--- config.mk ---
export PLATFORM = sky130hd
export DESIGN_NAME = id_ex_stage
export DESIGN_NICKNAME = d
export VERILOG_FILES = /design/src/rtl/id_ex_stage.sv
export SDC_FILE = /design/constraint.sdc
export NUM_CORES = 1
export LEC_CHECK = 0
export ABC_CLOCK_PERIOD_IN_PS = 4700
export CORE_MARGIN = 4
export CORE_UTILIZATION = 28
export DETAILED_ROUTE_END_ITERATION = 10
export HOLD_SLACK_MARGIN = 0.06
export PLACE_DENSITY = 0.56
export SYNTH_ARGS = -nofsm -noshare
export SYNTH_HDL_FRONTEND = slang
export SYNTH_SLANG_ARGS = --single-unit
--- constraint.sdc ---
create_clock -name clk -period 4.7 [get_ports clk]
set_input_delay 1.175 -clock clk [delete_from_list [all_inputs] [get_ports clk]]
set_output_delay 1.175 -clock clk [all_outputs]
set_load 0.01 [all_outputs]
--- src/rtl/id_ex_stage.sv ---
// ---------------------------------------------------------------------------
// id_ex_stage
//
// ID/EX pipeline register for the five-stage RISC-V core. It also detects
// load-use hazards and inserts a single bubble when forwarding cannot cover
// the dependency.
//
// Optional feature macro: ID_EX_BUBBLE_CNT_EN
//   defined   : bubble_cnt is a saturating 16-bit count of load-use bubbles
//   undefined : bubble_cnt is tied to zero, no counter logic is built
//
// Ports
//   clk, rst                 core clock, synchronous active-high reset
//   id_valid                 ID holds a real instruction
//   if_id_rs1/rs2            source register indices decoded in ID
//   id_uses_rs2              instruction reads rs2
//   id_rd                    destination register index
//   id_regWrite .. id_ALUSrcB decoded control bits
//   id_aluOp                 ALU operation select
//   id_rs1_data .. id_pc     operands, immediate and PC (XLEN wide)
//   flush                    branch/jump redirect resolved in EX
//   ex_stall                 downstream hold request
//   id_ex_*                  registered copies of the ID inputs
//   pc_write, if_id_write    front-end write enables
//   load_use_stall           a load-use bubble is inserted this cycle
//   bubble_cnt               load-use bubble count
// ---------------------------------------------------------------------------
module id_ex_stage #(
    parameter int XLEN = 32
) (
    input  logic            clk,
    input  logic            rst,
    input  logic            id_valid,
    input  logic [4:0]      if_id_rs1,
    input  logic [4:0]      if_id_rs2,
    input  logic            id_uses_rs2,
    input  logic [4:0]      id_rd,
    input  logic            id_regWrite,
    input  logic            id_memRead,
    input  logic            id_memWrite,
    input  logic            id_memToReg,
    input  logic            id_ALUSrcB,
    input  logic [3:0]      id_aluOp,
    input  logic [XLEN-1:0] id_rs1_data,
    input  logic [XLEN-1:0] id_rs2_data,
    input  logic [XLEN-1:0] id_imm,
    input  logic [XLEN-1:0] id_pc,
    input  logic            flush,
    input  logic            ex_stall,
    output logic            id_ex_valid,
    output logic [4:0]      id_ex_reg_rs1,
    output logic [4:0]      id_ex_reg_rs2,
    output logic            id_ex_uses_rs2,
    output logic [4:0]      id_ex_rd,
    output logic            id_ex_regWrite,
    output logic            id_ex_memRead,
    output logic            id_ex_memWrite,
    output logic            id_ex_memToReg,
    output logic            id_ex_ALUSrcB,
    output logic [3:0]      id_ex_aluOp,
    output logic [XLEN-1:0] id_ex_rs1_data,
    output logic [XLEN-1:0] id_ex_rs2_data,
    output logic [XLEN-1:0] id_ex_imm,
    output logic [XLEN-1:0] id_ex_pc,
    output logic            pc_write,
    output logic            if_id_write,
    output logic            load_use_stall,
    output logic [15:0]     bubble_cnt
);

    logic hz;
    logic insert_bubble;

    // A valid load in EX whose nonzero destination is read by a valid
    // instruction in ID: its data is not available for forwarding yet.
    assign hz = id_ex_valid && id_ex_memRead && id_valid && (id_ex_rd != 5'd0) &&
                ((id_ex_rd == if_id_rs1) || (id_uses_rs2 && (id_ex_rd == if_id_rs2)));

    // A flush already kills the dependent instruction, and a downstream hold
    // freezes everything; in both cases the hazard is not acted on now.
    assign load_use_stall = hz && !flush && !ex_stall;
    assign pc_write       = !(load_use_stall || ex_stall);
    assign if_id_write    = !(load_use_stall || ex_stall);

    // Reset, flush and load-use bubbles all leave an all-zero stage. Flush
    // outranks ex_stall; load_use_stall is already inactive under ex_stall.
    assign insert_bubble = rst || flush || load_use_stall;

    // ---- ID -> EX boundary ----
    always_ff @(posedge clk) begin
        if (insert_bubble) begin
            id_ex_valid    <= 1'b0;
            id_ex_reg_rs1  <= 5'd0;
            id_ex_reg_rs2  <= 5'd0;
            id_ex_uses_rs2 <= 1'b0;
            id_ex_rd       <= 5'd0;
            id_ex_regWrite <= 1'b0;
            id_ex_memRead  <= 1'b0;
            id_ex_memWrite <= 1'b0;
            id_ex_memToReg <= 1'b0;
            id_ex_ALUSrcB  <= 1'b0;
            id_ex_aluOp    <= 4'd0;
            id_ex_rs1_data <= '0;
            id_ex_rs2_data <= '0;
            id_ex_imm      <= '0;
            id_ex_pc       <= '0;
        end else if (!ex_stall) begin
            id_ex_valid    <= id_valid;
            id_ex_reg_rs1  <= if_id_rs1;
            id_ex_reg_rs2  <= if_id_rs2;
            id_ex_uses_rs2 <= id_uses_rs2;
            id_ex_rd       <= id_rd;
            id_ex_regWrite <= id_regWrite;
            id_ex_memRead  <= id_memRead;
            id_ex_memWrite <= id_memWrite;
            id_ex_memToReg <= id_memToReg;
            id_ex_ALUSrcB  <= id_ALUSrcB;
            id_ex_aluOp    <= id_aluOp;
            id_ex_rs1_data <= id_rs1_data;
            id_ex_rs2_data <= id_rs2_data;
            id_ex_imm      <= id_imm;
            id_ex_pc       <= id_pc;
        end
    end

`ifdef ID_EX_BUBBLE_CNT_EN
    logic [15:0] cnt_q;

    // Counts only load-use bubbles; flush bubbles never raise load_use_stall.
    always_ff @(posedge clk) begin
        if (rst) begin
            cnt_q <= 16'h0000;
        end else if (load_use_stall && (cnt_q != 16'hFFFF)) begin
            cnt_q <= cnt_q + 16'h0001;
        end
    end

    assign bubble_cnt = cnt_q;
`else
    assign bubble_cnt = 16'h0000;
`endif

endmodule

==> results of run 1 <==
==> layout make-up <==
class	count	area, sq um	area share
Inverter	1	3.75	0.000335
Tap cell	335	419	0.0374
Clock inverter	12	105	0.00937
Multi-Input combinational cell	499	3920	0.349
Sequential cell	154	3080	0.275
Timing Repair Buffer	323	3230	0.288
Clock buffer	20	457	0.0407
==> routing by layer <==
layer | track usage | part of all wire
met3 | 0.0584 | 0.096
met1 | 0.214 | 0.44
met5 | 0 | 0
met4 | 0.0437 | 0.012
met2 | 0.263 | 0.45
==> placed cells by master, fill, tap and decap left out, types with 2 or more instances in the layout <==
cell / instances
a21o_1: 154
a22o_1: 154
buf_12: 2
buf_4: 8
clkbuf_16: 17
clkbuf_8: 2
clkdlybuf4s50_1: 313
clkinv_4: 5
clkinvlp_4: 2
conb_1: 16
dfxtp_1: 154
inv_6: 4
nor3_1: 2
nor3b_1: 154
xor2_1: 9
==> cell families (layout without fill, tap and decap cells) <==
family	Yosys count	count (layout)	share of synthesized area
compound gates	311	311	0.339
simple gates	162	162	0.162
flops	154	154	0.413
buf+inv	103	356	0.0747
xor+xnor	10	10	0.0117
other cells	1	16	0.000502
==> flip-flops by register name, indices dropped and copies added, names as in the netlist, 4 cells and up <==
signal,cells
id_ex_rs2_data,32
id_ex_aluOp,4
id_ex_pc,32
id_ex_rs1_data,32
id_ex_reg_rs1,5
id_ex_reg_rs2,5
id_ex_rd,5
id_ex_imm,32
==> worst reg2reg max path, stage by stage (launching register included) <==
cell and delay, ns:
dfxtp_1 0.38, or4_1 0.62, o21ai_4 0.29, buf_4 0.65, buf_4 0.90, a22o_1 0.32, a21o_1 0.09
==> worst min path at each step <==
stage / from / end / slack [ns] / cells past startpoint
2_1_floorplan: id_ex_imm[31] / id_ex_imm[31] / 0.60 / 2
3_3_place_gp: id_ex_pc[5] / id_ex_pc[5] / 0.53 / 2
3_5_place_dp: id_ex_reg_rs2[0] / id_ex_reg_rs2[0] / 0.53 / 2
4_1_cts: id_ex_reg_rs2[2] / id_ex_reg_rs2[2] / 0.56 / 2
5_1_grt: id_ex_uses_rs2 / id_ex_uses_rs2 / 0.58 / 2
6_report: id_ex_pc[11] / id_ex_pc[11] / 0.55 / 2
==> where the power goes <==
group	switching, W	internal, W	leakage [nW]	total, W
clock	0.000609	0.000720	0.270	0.00133
combinational	0.000253	0.000370	3.64	0.000623
sequential	0.0000467	0.00139	1.27	0.00144
==> cell usage after synthesis (all sizes together) <==
cell type	number
a21o	154
a22o	154
a32oi	1
and4b	1
buf	65
clkbuf	37
conb	1
dfxtp	154
inv	1
nor2	2
nor3	2
nor3b	154
nor4	1
o21a	1
o21ai	1
or2	1
or4	1
xnor2	1
xor2	9
==> metrics by stage <==
| stage | instances | setup slack (ns) | power, W |
|---|---|---|---|
| 3_5_place_dp | 1312 | 0.254 | 0.00209 |
| 3_3_place_gp | 1312 | 0.263 | 0.00209 |
| 4_1_cts | 1344 | 0.235 | 0.00345 |
| 5_1_grt | 1344 | 0.0953 | 0.00355 |
| 2_1_floorplan | 756 | 1.22 | 0.00174 |
| 6_report | 1344 | 0.247 | 0.00339 |
==> metrics.md, run 1 <==
| Metric | Value |
|---|---|
| Status | complete, no violations |
| Beginning of the critical path | if_id_rs2[1] |
| Required time of the critical path | 3.52 ns |
| Worst Setup EP | load_use_stall |
| RSZ-0062 raised after global routing | false |
| Number of diodes | 0 |
| Iter 0 DRT Violations | 457 |
| Max-slew headroom at the worst pin | 0.306 |
| Number of port buffers | 314 |
| Cell mode on critical path | clkdlybuf4s50_1 |
| Top delay family on crit path | buffers and inverters |
| CTS Buffer Depth | 2 |
| Initial antenna violation count | 0 |
| Critical Path Sink Type | output port |
| WP buf/inv | 2 |
| Total iterations of the first detailed-routing run | 6 |
| Hold WS | 0.555 ns |
| Die area | 29400 sq um |
| WL per Instance | 19.2 um |
| Max stage delay on crit path | 0.57 ns |
| Fin crit share | 0.948 |
| VDD IR max | 211 uV |
| TritonCTS Buffers | 17 |
| Levels on crit path | 6 |
| Die width | ~170 um |
| CP max-delay cell | clkdlybuf4s50_1 |
| R2r worst-path depth | 6 |
| Post-Syn Area per Cell | 10.1 sq um |
| Power per Cell Area | between 300 and 400 nW/um^2 |
| Share of cells above drive strength 1 | 0.0446 |
| Skew-Pair Late Insertion Delay | 0.42 ns |
| Synth area leader | dfxtp_1 |
| Largest net degree at the start of global routing | 154 |
| GP Congestion | 0.714 |
| Flops & latches, synth | 154 |
| Hold crit path type | flop to flop |
| Ys Warns | 0 |
| Placed Instance Area | 10700 sq um |
| Reg2reg setup slack | 1.42 ns |
| Die H | 171 um |
| Post-cts gate resize count | 0 |
| Fin util | 0.429 |
| CTS Sinks | 154 |
| Clock skew | 0.0183 ns |
| Worst path cell trace | clkdlybuf4s50_1, xor2_1, nor4_1, a32oi_4, nor3_1, clkdlybuf4s50_1 |
| Worst reg2reg path endpoint | id_ex_imm[11] |
| Crit path arrival time | 3.28 ns |
| CTS tree | done |
| Layout fillers | 2556 |
| Distinct cells, synth | 24 |
| Antenna-violating nets left | 0 |
| Max cap viols | 0 |
| Post-synth top area share | 0.413 |
| Final setup TNS | 0 ns |
| Slew Limit Fails | 0 |
| Nets | between 1k and 1.5k |
| Post CTS Setup Buffer Count | 0 |
| Initial Utilization | 0.286 |
| CP max FO | 4 |
| CTS H-tree lvls | 4 |
| Reg clk slew, reported paths | 0.07 ns |
| Gate Count Post-Synth | 741 |
| Hpwl dp | 16.2 mm |
| F_max | 225 MHz |
| Vias in the first global route | 6785 |
| Worst Path Class, Setup | primary input to output port |
| Mapped cell area | 7470 sq um |
| Seq/Total Area, Yosys | 0.413 |
| Gr usage total | 0.165 |
| Reg2Reg Launch Point | id_ex_rd[0] |
| First-pass GRT wire length | between 30 and 40 mm |
| Fin area | about 11000 sq um |
| # hold bufs at CTS | 0 |
| Root Driver | clkbuf_16 |
| Lkg Pwr | 5.18 nW |
| Worst-Margin Slew | 1.04 ns |
| Vias | 6793 |
| Core area | approximately 26000 sq um |
| I/O pin cnt | 331 |
| Ranking of synthesized cells by area | dfxtp_1 41%, a22o_1 18%, a21o_1 15% |
| # DRC | 0 |
| Vias/cell | 5.05 |
| Final wirelength | between 20 and 30 mm |
| # setup viols final | 0 |
| Period minus WS final | 4.45 ns |
| Grt total ovfl | 0 |
| Area grow syn2layout | 50.1% |
| Crit start category | primary input |
| Fin. Hold Viols | 0 |
| Row cnt | a little under 60 |
Power figures use the tool's default switching activity.
==> run 2, diff against run 1 <==
--- a/config.mk
+++ b/config.mk
@@ -6,11 +6,13 @@
 export NUM_CORES = 1
 export LEC_CHECK = 0
 export ABC_CLOCK_PERIOD_IN_PS = 4700
+export CORE_ASPECT_RATIO = 1.2
 export CORE_MARGIN = 4
 export CORE_UTILIZATION = 28
 export DETAILED_ROUTE_END_ITERATION = 10
 export HOLD_SLACK_MARGIN = 0.06
-export PLACE_DENSITY = 0.56
+export PLACE_DENSITY = 0.65
+export RECOVER_POWER = 50
 export SYNTH_ARGS = -nofsm -noshare
 export SYNTH_HDL_FRONTEND = slang
 export SYNTH_SLANG_ARGS = --single-unit
==> run 2 against run 1 <==
Compared with the run above: sequential share of layout area down 0.13 points; clock skew down 0.0095 ns; via count up 0.24%; core utilization about the same; global-route usage down 0.25 points; first-iteration DRC count down 33%; die area about the same; largest power group unchanged.
==> metrics.md, run 2 (synthesis gave the netlist of run 1 again) <==
| Metric | Value |
|---|---|
| Status | complete, no violations |
| Crit start category | primary input |
| TritonCTS Buffers | 17 |
| Reg power frac | 0.421 |
| Final setup TNS | 0 ns |
| Slew Limit Fails | 0 |
| # setup viols final | 0 |
| CTS tree | done |
| Skew-Pair Late Insertion Delay | 0.42 ns |
| Most frequent cells in the layout | 162 x clkdlybuf4s50_1, 154 x nor3b_1, 154 x a22o_1, 154 x a21o_1, 154 x dfxtp_1 |
| Metal2 WL | 11.3 mm |
| Post-cts gate resize count | 0 |
| Largest net degree at the start of global routing | 88 |
| Vias/cell | between 5 and 6 |
| Fin. Hold Viols | 0 |
| Grt total ovfl | 0 |
| Vias in the first global route | between 6k and 7k |
| DP Cell Count | 1315 |
| Crit path arrival time | ~3.3 ns |
| Antenna-violating nets left | 0 |
| CP max FO | 4 |
| Switch Pwr | 0.000854 W |
| Non-Filler Instances | approximately 1.3k |
| Post CTS Setup Buffer Count | 0 |
| Clock group share of total power | 0.404 |
| Worst Path Class, Setup | primary input to output port |
| Internal power | 0.00255 W |
| Reg clk slew, reported paths | 0.06 ns |
| WL per Instance | between 15 and 20 um |
| Share of cells above drive strength 1 | 0.0436 |
| RSZ-0062 raised after global routing | false |
| Period minus WS final | 4.48 ns |
| Most common cell after layout, fill and taps aside | clkdlybuf4s50_1 |
| Top Metal Used | met4 |
| Number of port buffers | about 310 |
| Metal3 WL | 2.33 mm |
| VDD IR max | 218 uV |
| # hold bufs at CTS | 0 |
| Fin crit share | 0.954 |
| Power Total | approximately 0.0034 W |
| Die area | 29400 sq um |
| Final wirelength | 24.9 mm |
| Vias | just under 7k |
| CTS Buffer Depth | 2 |
| Number of diodes | 0 |
| Net Sw Frac | 0.251 |
| CTS Sinks | about 150 |
| Die H | 187 um |
| Required time of the critical path | about 3.5 ns |
| Iter 0 DRT Violations | 305 |
| Die width | 157 um |
| Row cnt | 65 |
| I/O pin cnt | 331 |
| Lkg Pwr | around 5.6 nW |
| Gr usage total | 0.163 |
| # DRC | 0 |
| Core area | 26300 sq um |
| Clock skew | 0.00873 ns |
| Comb power frac | 0.175 |
| CTS H-tree lvls | 4 |
| Initial Utilization | 0.284 |
| Area grow syn2layout | 50.8% |
| Max cap viols | 0 |
| GP Congestion | 0.735 |
| Hold crit path type | flop to flop |
| Total iterations of the first detailed-routing run | 4 |
| Worst-Margin Slew | between 1 and 1.5 ns |
| Initial antenna violation count | 0 |
| M1 WL | 11.0 mm |
| Max-slew headroom at the worst pin | 0.276 |
| Hpwl dp | about 16 mm |
| Root Driver | clkbuf_16 |
| F_max | 223 MHz |
| First-pass GRT wire length | 38.5 mm |
| Nets | about 1.2k |
| Power per Cell Area | 302 nW/um^2 |
| Critical Path Sink Type | output port |
-- run 2: power by group through the flow --
stage                     Clock, W  Sequential [W]  Combinational, W
after CTS                  0.00143         0.00144          0.000632
after detailed placement         0         0.00147          0.000628
after floorplan                  0         0.00150          0.000242
final                      0.00137         0.00143          0.000594
after global placement           0         0.00146          0.000628
after global routing       0.00149         0.00144          0.000641
-- run 2: path summary, 6_finish.rpt --
kind | start | to | slack, ns | cells after the start
worst max-delay path | if_id_rs2[0] | load_use_stall | 0.22 | 6
worst min-delay path | id_ex_imm[22] | id_ex_imm[22] | 0.55 | 2
worst max register to register | id_ex_rd[4] | id_ex_memToReg | 1.68 | 6
worst min register to register | id_ex_imm[22] | id_ex_imm[22] | 0.55 | 2
-- run 2: area by class of cell --
type,instances,area [sq um]
Fill cell,2526,15000
Multi-Input combinational cell,499,3920
Timing Repair Buffer,326,3280
Sequential cell,154,3080
Clock buffer,22,474
Tap cell,335,419
Clock inverter,8,95.1
Inverter,1,3.75
-- run 2: layer usage --
| layer | up-vias | global-route usage |
|---|---|---|
| met1 | 3246 | 0.206 |
| met2 | 264 | 0.260 |
| li1 | 3283 | - |
| met3 | 16 | 0.0641 |
| met4 | 0 | 0.0377 |
| met5 | - | 0 |
-- run 2: worst max-delay path, stage by stage --
cell	delay [ns]
clkdlybuf4s50_1	0.44
xor2_1	0.18
nor4_1	0.48
a32oi_4	0.24
nor3_1	0.19
clkdlybuf4s50_1	0.61
-- run 2: per-stage QoR --
stage	utilization	hold WS, ns	setup WS, ns	instance area (sq um)
floorplan	-	0.596	1.22	7530
global placement	0.407	0.533	0.200	10700
detailed placement	0.407	0.535	0.172	10700
CTS	0.429	0.556	0.147	11300
global route	0.429	0.568	0.0724	11300
finish	0.429	0.547	0.216	11300
==> run 3, diff against run 2 <==
--- a/config.mk
+++ b/config.mk
@@ -10,6 +10,7 @@
 export CORE_MARGIN = 4
 export CORE_UTILIZATION = 28
 export DETAILED_ROUTE_END_ITERATION = 10
+export GPL_ROUTABILITY_DRIVEN = 0
 export HOLD_SLACK_MARGIN = 0.06
 export PLACE_DENSITY = 0.65
 export RECOVER_POWER = 50
==> results of run 3 <==
No change in the layout: final DEF, timing and power equal those of run 2.
